===== src/rtl/mem_access.sv =====
// mem_access: memory-access stage behind the EX/MEM register.
// Issues one load/store at a time over a req/ack data-memory port, stalls
// upstream while it is outstanding, extends load data and registers the
// MEM/WB writeback slot.
// Optional feature macro: MEM_ACCESS_TIMEOUT_EN (ack-wait timeout, bus_err_o).
// Handshake: dmem_req_o rises on entry to WAIT and stays high with addr/we/be/
// wdata frozen until a cycle in which dmem_ack_i is high; that cycle completes
// the access. dmem_ack_i is ignored outside WAIT.
module mem_access #(
  parameter int WordSize      = 32,
  parameter int TimeoutCycles = 16
) (
  input  logic                clk_i,
  input  logic                rst_i,
  input  logic                in_valid_i,
  input  logic [4:0]          rdn_i,
  input  logic [WordSize-1:0] alu_out_i,
  input  logic [WordSize-1:0] mem_data_i,
  input  logic                mem_read_i,
  input  logic                mem_write_i,
  input  logic [2:0]          funct3_i,
  output logic                stall_o,
  output logic                dmem_req_o,
  output logic                dmem_we_o,
  output logic [WordSize-1:0] dmem_addr_o,
  output logic [3:0]          dmem_be_o,
  output logic [WordSize-1:0] dmem_wdata_o,
  input  logic [WordSize-1:0] dmem_rdata_i,
  input  logic                dmem_ack_i,
  output logic                wb_valid_o,
  output logic [4:0]          wb_rdn_o,
  output logic [WordSize-1:0] wb_data_o,
  output logic                misalign_o,
  output logic                bus_err_o,
  output logic                dbg_state_o
);

  typedef enum logic {ST_IDLE = 1'b0, ST_WAIT = 1'b1} state_t;
  typedef enum logic [1:0] {SZ_B = 2'd0, SZ_H = 2'd1, SZ_W = 2'd2} size_t;

  state_t                state_q;
  logic                  req_q, we_q;
  logic [WordSize-1:0]   addr_q, wdata_q;
  logic [3:0]            be_q;
  logic [4:0]            rdn_q;
  size_t                 size_q;
  logic                  uns_q;
  logic [1:0]            lo_q;
  logic                  wb_valid_q, misalign_q;
  logic [4:0]            wb_rdn_q;
  logic [WordSize-1:0]   wb_data_q;

  logic                  mem_op, misaligned, timeout_hit;
  size_t                 size_d;
  logic                  uns_d;
  logic [3:0]            be_d;
  logic [WordSize-1:0]   wdata_d, shifted, ld_data_d;

  // Decode access size/sign; unsupported encodings behave as a word access.
  always_comb begin
    size_d = SZ_W;
    uns_d  = 1'b0;
    case (funct3_i)
      3'b000: size_d = SZ_B;
      3'b001: size_d = SZ_H;
      3'b100: begin size_d = SZ_B; uns_d = 1'b1; end
      3'b101: begin size_d = SZ_H; uns_d = 1'b1; end
      default: size_d = SZ_W;
    endcase
  end

  assign mem_op = in_valid_i && (mem_read_i || mem_write_i);

  // Alignment check, byte enables and lane-replicated store data for the incoming op.
  always_comb begin
    misaligned = 1'b0;
    be_d       = 4'b1111;
    wdata_d    = mem_data_i;
    case (size_d)
      SZ_B: begin
        be_d    = 4'b0001 << alu_out_i[1:0];
        wdata_d = {4{mem_data_i[7:0]}};
      end
      SZ_H: begin
        misaligned = alu_out_i[0];
        be_d       = 4'b0011 << alu_out_i[1:0];
        wdata_d    = {2{mem_data_i[15:0]}};
      end
      default: misaligned = (alu_out_i[1:0] != 2'b00);
    endcase
  end

  // Select the addressed lane from the returned word and extend it.
  assign shifted = dmem_rdata_i >> {lo_q, 3'b000};
  always_comb begin
    ld_data_d = shifted;
    case (size_q)
      SZ_B: ld_data_d = uns_q ? {{(WordSize-8){1'b0}}, shifted[7:0]}
                              : {{(WordSize-8){shifted[7]}}, shifted[7:0]};
      SZ_H: ld_data_d = uns_q ? {{(WordSize-16){1'b0}}, shifted[15:0]}
                              : {{(WordSize-16){shifted[15]}}, shifted[15:0]};
      default: ld_data_d = shifted;
    endcase
  end

`ifdef MEM_ACCESS_TIMEOUT_EN
  localparam int CntW = (TimeoutCycles > 1) ? $clog2(TimeoutCycles) : 1;
  logic [CntW-1:0] cnt_q;
  logic            bus_err_q;
  // An ack in the limit cycle takes priority over the timeout.
  assign timeout_hit = (state_q == ST_WAIT) && !dmem_ack_i &&
                       (cnt_q == CntW'(TimeoutCycles - 1));
  assign bus_err_o   = bus_err_q;
`else
  assign timeout_hit = 1'b0;
  assign bus_err_o   = 1'b0;
`endif

  // Stall while a new aligned access is being launched or one is still waiting.
  assign stall_o = (state_q == ST_IDLE) ? (mem_op && !misaligned)
                                        : (!dmem_ack_i && !timeout_hit);

  // FSM with registered request and writeback outputs.
  always_ff @(posedge clk_i) begin
    if (rst_i) begin
      state_q    <= ST_IDLE;
      req_q      <= 1'b0;
      we_q       <= 1'b0;
      addr_q     <= '0;
      wdata_q    <= '0;
      be_q       <= '0;
      rdn_q      <= '0;
      size_q     <= SZ_W;
      uns_q      <= 1'b0;
      lo_q       <= '0;
      wb_valid_q <= 1'b0;
      wb_rdn_q   <= '0;
      wb_data_q  <= '0;
      misalign_q <= 1'b0;
`ifdef MEM_ACCESS_TIMEOUT_EN
      cnt_q      <= '0;
      bus_err_q  <= 1'b0;
`endif
    end else begin
      wb_valid_q <= 1'b0;
      misalign_q <= 1'b0;
`ifdef MEM_ACCESS_TIMEOUT_EN
      bus_err_q  <= 1'b0;
`endif
      case (state_q)
        ST_IDLE: begin
          if (mem_op) begin
            if (misaligned) begin
              misalign_q <= 1'b1;
            end else begin
              state_q <= ST_WAIT;
              req_q   <= 1'b1;
              we_q    <= mem_write_i;
              addr_q  <= {alu_out_i[WordSize-1:2], 2'b00};
              be_q    <= be_d;
              wdata_q <= wdata_d;
              rdn_q   <= rdn_i;
              size_q  <= size_d;
              uns_q   <= uns_d;
              lo_q    <= alu_out_i[1:0];
`ifdef MEM_ACCESS_TIMEOUT_EN
              cnt_q   <= '0;
`endif
            end
          end else begin
            wb_valid_q <= in_valid_i;
            wb_rdn_q   <= rdn_i;
            wb_data_q  <= alu_out_i;
          end
        end
        ST_WAIT: begin
          if (dmem_ack_i) begin
            state_q    <= ST_IDLE;
            req_q      <= 1'b0;
            wb_valid_q <= !we_q;
            wb_rdn_q   <= rdn_q;
            wb_data_q  <= ld_data_d;
          end else if (timeout_hit) begin
            state_q <= ST_IDLE;
            req_q   <= 1'b0;
`ifdef MEM_ACCESS_TIMEOUT_EN
            bus_err_q <= 1'b1;
`endif
          end else begin
`ifdef MEM_ACCESS_TIMEOUT_EN
            cnt_q <= cnt_q + 1'b1;
`endif
          end
        end
        default: state_q <= ST_IDLE;
      endcase
    end
  end

  assign dmem_req_o   = req_q;
  assign dmem_we_o    = we_q;
  assign dmem_addr_o  = addr_q;
  assign dmem_be_o    = be_q;
  assign dmem_wdata_o = wdata_q;
  assign wb_valid_o   = wb_valid_q;
  assign wb_rdn_o     = wb_rdn_q;
  assign wb_data_o    = wb_data_q;
  assign misalign_o   = misalign_q;
  assign dbg_state_o  = state_q;

endmodule


===== config.mk =====
export PLATFORM = sky130hd
export DESIGN_NAME = mem_access
export DESIGN_NICKNAME = d
export VERILOG_FILES = /design/src/rtl/mem_access.sv
export SDC_FILE = /design/constraint.sdc
export NUM_CORES = 1
export LEC_CHECK = 0
export ABC_AREA = 1
export CAP_MARGIN = 30
export CORE_ASPECT_RATIO = 0.8
export CORE_MARGIN = 5
export CORE_UTILIZATION = 39
export DETAILED_ROUTE_END_ITERATION = 7
export PLACE_DENSITY = 0.76
export SKIP_CTS_REPAIR_TIMING = 1
export SYNTH_ARGS = -nofsm -noshare
export SYNTH_HDL_FRONTEND = slang
export SYNTH_SLANG_ARGS = --single-unit

===== constraint.sdc =====
create_clock -name clk_i -period 1.4 [get_ports clk_i]
set_clock_uncertainty 0.15 [all_clocks]
set_input_delay 0.28 -clock clk_i [delete_from_list [all_inputs] [get_ports clk_i]]
set_output_delay 0.28 -clock clk_i [all_outputs]
set_load 0.1 [all_outputs]

==> results.cfg, run 1 <==
[floorplanning]
fp.dieArea_um2 = 16700
top_level_ports = 222
die_h_um = 116
num_rows = 38
initial_utilization_pct = 40.2
core_area_um2 = 13700
die_w_um = 143

[yosys]
synth-warning-count = 0
yosysUniqueCellTypes = 28
yosysSeqAreaShare_pct = 42.8
synthCells = 799
avgSynthCellArea_um2 = 6.92
ys_ff_latch = 118
synth_area_um2 = 5530

[run]
maxCapViolations = 0

[sta]
fin_crit_ps = 1890
rsz0062_at_grt = true
setup_viol = 124
period_share_pct = 135
drv_slew = 0
setup_ws_ps = -494
fmax_mhz = 528
finalHoldViolCount = 0

[critical_path]
rr_worst_depth = 9
cpMostUsedCell = buf_12
path_cells = nor2_4 > nand2_4 > buf_12 > nand2_8 > buf_12
crit_family = flip-flops
crit_type = flop to output pin
endpoint = stall_o
worstSetupEndpointType = output pin
path_max_fanout = 4
max_stage_delay_ps = 370
r2r_slack_ps = -350
critPathArrivalTime_ps = 1460
startpoint = dbg_state_o
worst-path-buf-inv = 2
timing.rr.start = lo_q[0]
cp_slowest_cell = dfxtp_4
startpoint_type = flop
worstSetupPathDepth = 5
rr_endpoint = wb_data_o[3]
worstPathRequired_ps = 970

[drt]
ant_nets = 0
via_per_inst = 5.73
drtIter0Drc = 772
vias = 7322
drtPass1Iterations = 5
wire_per_inst_um = 22.3
wirelength_um = 28500
drc = 0

[power]
p_leak_nw = 4.93
combinationalPowerShare_pct = 38.5
p_seq_share_pct = 27.5
p_int_w = 0.00913
swShare_pct = 37.5
ir_drop_uv = 1020
p_switching_w = 0.00547
p_per_area_nw_per_um2 = 1240
pwr-share-clk_pct = 34.0

[clocking]
path_clk_slew_ps = 60
clk_path_buf_depth = 2
clock-sinks = 118
worstSkewPairLatency_ps = 420
cts_made_buffers = 17
cts-root-buf = clkbuf_16
htree_levels = 4
cts_tree = built

[final_layout]
drive_gt1_share_pct = 49.5
fill_cells = 620
n_antenna_cell = 0
final_util_pct = 85.7
synthToLayoutAreaGrowth_pct = 113
final_nets = 1195

[global_route]
grt_pass1_wl_um = 32600
antenna_found_initial = 0
grt_pass1_vias = 6102
grt_max_degree = 53
grt_usage_pct = 24.8
gr-total-overflow = 0

[run_status]
violations = negative setup slack
status = finished with violations

[placed_design]
portBuffers = 218
gp_congestion = 0.914
place_ws_ps = -735
place_hpwl_um = 15300

[worst_hold_path]
min_path_type = input port to flop
through the flow:
stage	total power, W	hold slack, ps	instance area [µm²]	TNS, ps	instances
2_1_floorplan	0.00675	270	5680	-2740	801
3_3_place_gp	0.00875	300	9540	-69700	1207
6_report	0.0146	98.2	11800	-18830	1278
5_1_grt	0.0150	108	11800	-23920	1278
3_5_place_dp	0.00879	306	9540	-74680	1207
4_1_cts	0.0137	272	10200	-29840	1239
cells by family (layout without fill, tap and decap cells):
| family | Yosys count | in the layout | share of synthesized area, % |
|---|---|---|---|
| and+or+nand+nor | 359 | 359 | 27.3 |
| other | 1 | 3 | 0.0679 |
| buffers and inverters | 97 | 394 | 8.42 |
| AOI/OAI and AO/OA | 224 | 224 | 21.5 |
| DFF | 118 | 118 | 42.8 |
worst min path at each step:
stage,startpoint,to,slack (ps),cells past startpoint
finish,in_valid_i,wb_valid_o,100,3
global route,in_valid_i,wb_valid_o,110,3
CTS,alu_out_i[29],dmem_addr_o[29],270,3
detailed placement,rdn_q[2],wb_rdn_o[2],310,2
global placement,rdn_q[4],wb_rdn_o[4],300,2
floorplan,alu_out_i[27],dmem_addr_o[27],270,2
state kept, by name, indices dropped and copies added (netlist names):
register / flops
dmem_wdata_o: 32
wb_rdn_o: 5
wb_valid_o: 1
wb_data_o: 32
dmem_req_o: 1
misalign_o: 1
uns_q: 1
rdn_q: 5
size_q: 2
dmem_addr_o: 30
dbg_state_o: 1
dmem_we_o: 1
dmem_be_o: 4
lo_q: 2
layer usage:
layer / vias up / part of all wire [%] / GRT usage [%] / wire, µm
met5: - / 0 / 0 / 0
met4: 0 / 4.6 / 6.71 / 1310
met3: 114 / 9.4 / 5.89 / 2670
met2: 455 / 47 / 39.3 / 13500
met1: 3514 / 39 / 34.1 / 11000
li1: 3239 / - / - / -
Yosys cell counts:
library cell / count / share of area [%]
nand2_1: 205 / 14
dfxtp_1: 118 / 43
a21oi_1: 100 / 9.1
o21ai_0: 89 / 8.1
nor2_1: 72 / 4.9
nand3_1: 53 / 4.8
clkbuf_1: 28 / 1.9
inv_1: 28 / 1.9
buf_2: 19 / 1.7
or2_2: 19 / 2.2
o211ai_1: 17 / 2.3
a31oi_1: 11 / 1.2
buf_6: 7 / 1.4
buf_4: 5 / 0.68
inv_2: 4 / 0.27
o21ai_1: 4 / 0.36
buf_1: 3 / 0.20
nand3_2: 3 / 0.54
nor2_2: 3 / 0.34
inv_4: 2 / 0.23
o21a_1: 2 / 0.27
clkbuf_2: 1 / 0.090
conb_1: 1 / 0.068
nand2_2: 1 / 0.11
nand2_4: 1 / 0.20
nor2_4: 1 / 0.20
nor4_1: 1 / 0.11
o21ai_2: 1 / 0.16
cell type report:
| class | count | area [µm²] | area share (%) |
|---|---|---|---|
| Sequential cell | 118 | 2530 | 21.5 |
| Tap cell | 180 | 225 | 1.91 |
| Timing Repair Buffer | 326 | 4660 | 39.6 |
| Timing Repair inverter | 2 | 17.5 | 0.149 |
| Inverter | 34 | 158 | 1.34 |
| Clock buffer | 22 | 495 | 4.21 |
| Clock inverter | 10 | 166 | 1.41 |
| Multi-Input combinational cell | 586 | 3530 | 29.9 |
power groups by stage:
stage	combinational (W)	sequential [W]	clock, W
final	0.00562	0.00402	0.00496
after CTS	0.00479	0.00397	0.00492
after floorplan	0.00101	0.00574	0
after global routing	0.00579	0.00405	0.00513
after detailed placement	0.00476	0.00403	0
after global placement	0.00473	0.00403	0
layout by cell type, fill, tap and decap left out, types with 4 or more instances in the layout:
cell               n
nand2_1          151
buf_12           128
clkdlybuf4s50_1  103
dfxtp_2           98
nor2_1            69
a21oi_1           67
o21ai_0           55
buf_4             54
nand2_2           43
a21oi_2           32
clkbuf_16         31
inv_1             26
nand3_1           22
o21ai_1           21
or2_2             19
nand3_2           18
buf_6             18
o211ai_1          17
nand3_4           16
o21ai_2           15
nand2_4           12
dfxtp_4           12
dfxtp_1            8
a31oi_4            6
dlymetal6s2s_1     6
nor2_2             4
bufinv_16          4
buf_8              4
tightest hold or removal path: stages:
cell	delay [ps]
dlymetal6s2s_1	160
nand3_1	120
a21oi_1	60
Note: power is estimated with default switching activity, not from simulation.
==> run 2, diff against run 1 <==
--- a/config.mk
+++ b/config.mk
@@ -11,7 +11,7 @@
 export CORE_MARGIN = 5
 export CORE_UTILIZATION = 39
 export DETAILED_ROUTE_END_ITERATION = 7
-export PLACE_DENSITY = 0.76
+export PLACE_DENSITY = 0.87
 export SKIP_CTS_REPAIR_TIMING = 1
 export SYNTH_ARGS = -nofsm -noshare
 export SYNTH_HDL_FRONTEND = slang
==> run 2 against run 1 <==
Effect of this change:
- the run still ends with negative setup slack left
- critical path depth is the same
- final cell count shrank 0.16%
- via count grew 4.2%
- power shrank 2.2%
- clock-buffer cell count shrank 3
- sequential power is essentially flat
- register-to-register slack gained 20 ps
- largest power group unchanged
- critical endpoint unchanged
==> results.cfg, run 2 (same netlist as run 1, synthesis figures left out) <==
[run_status]
status = finished with violations
violations = negative setup slack

[global_route]
antenna_found_initial = 0
grt_usage_pct = 25.7
grt_pass1_wl_um = 33400
grt_pass1_vias = 6420
grt_max_degree = 54
gr-total-overflow = 0

[clocking]
cts-root-buf = clkbuf_16
htree_levels = 4
clk_path_buf_depth = 2
path_clk_slew_ps = 60
cts_made_buffers = 17
cts_tree = built
clock-sinks = 118
worstSkewPairLatency_ps = 420

[drt]
wire_per_inst_um = 23.6
ant_nets = 0
vias = 7629
drtIter0Drc = 907
drc = 0
drtPass1Iterations = 7
wirelength_um = 30200
via_per_inst = 5.98

[floorplanning]
num_rows = 38
die_h_um = 116
die_w_um = 143
initial_utilization_pct = 40.2
fp.dieArea_um2 = 16700
core_area_um2 = 13700
top_level_ports = 222

[power]
power_w = 0.0143
p_per_area_nw_per_um2 = 1250
ir_drop_uv = 824
p_leak_nw = 4.85

[critical_path]
worstPathRequired_ps = 970
path_max_fanout = 5
critPathArrivalTime_ps = 1410
startpoint_type = flop
worstSetupEndpointType = output pin
crit_type = flop to output pin

[sta]
fmax_mhz = 543
fin_crit_ps = 1840
drv_slew = 0
rsz0062_at_grt = true
period_share_pct = 132
fin_hold_ws_ps = 148
setup_ws_ps = -441
setup_viol = 119
finalHoldViolCount = 0

[final_layout]
multi_input_area_um2 = 3220
drive_gt1_share_pct = 44.5
fill_cells = 652
mostFrequentLayoutCells = nand2_1, buf_12, clkdlybuf4s50_1
final_common_cell = nand2_1
synthToLayoutAreaGrowth_pct = 107
n_antenna_cell = 0
seq_area_um2 = 2540
fin_area_um2 = 11400
final_nets = 1193

[placed_design]
postPlaceCellArea_um2 = 9420
place_hpwl_um = 15900
gp_congestion = 0.954
portBuffers = 218

[run]
maxCapViolations = 0

[worst_hold_path]
min_path_type = input port to flop
==> run 2: changes by cell type in the layout (fill, tap and decap cells not counted), sizes merged <==
cell / change
clkbuf: -4
clkinvlp: +2
bufinv: -1
clkinv: +1
==> run 2: worst max-delay path: stages, from the launching register on <==
cell,delay [ps]
dfxtp_4,380
nor2_4,170
nand2_4,80
buf_12,130
nand2_8,60
buf_12,160
==> run 2: final cells by class <==
cell class	instances	share of cell area, %
Clock buffer	19	3.96
Tap cell	180	1.97
Timing Repair inverter	1	0.0985
Timing Repair Buffer	325	40.6
Multi-Input combinational cell	586	28.1
Clock inverter	13	1.51
Inverter	34	1.44
Sequential cell	118	22.2
==> run 2: final timing paths <==
check        slack, ps         endpoint            start  cells past startpoint
max               -440          stall_o      dbg_state_o                      5
min                150       wb_valid_o       in_valid_i                      3
max reg2reg       -330     wb_data_o[1]      dbg_state_o                      7
min reg2reg        340  dmem_wdata_o[0]  dmem_wdata_o[0]                      2
==> run 2: stage by stage <==
step / cells / TNS (ps) / setup slack (ps) / util (%)
finish: 1276 / -19250 / -441 / 83.2
detailed placement: 1195 / -66990 / -645 / 68.6
global placement: 1195 / -62500 / -586 / 68.6
floorplan: 801 / -2740 / -76.5 / -
global route: 1276 / -24480 / -477 / 83.2
CTS: 1227 / -22300 / -594 / 73.1
==> run 2: metal layers <==
metal	track usage, %	routed length (µm)	vias up
li1	-	-	3228
met1	31.7	10800	3568
met2	42.3	14100	627
met3	6.71	3080	206
met4	12.2	2220	0
met5	0	0	-
==> run 2: where the power goes <==
part / internal, W / switching, W / leakage [nW]
sequential: 0.00369 / 0.000334 / 1.02
clock: 0.00292 / 0.00178 / 0.292
combinational: 0.00216 / 0.00339 / 3.54
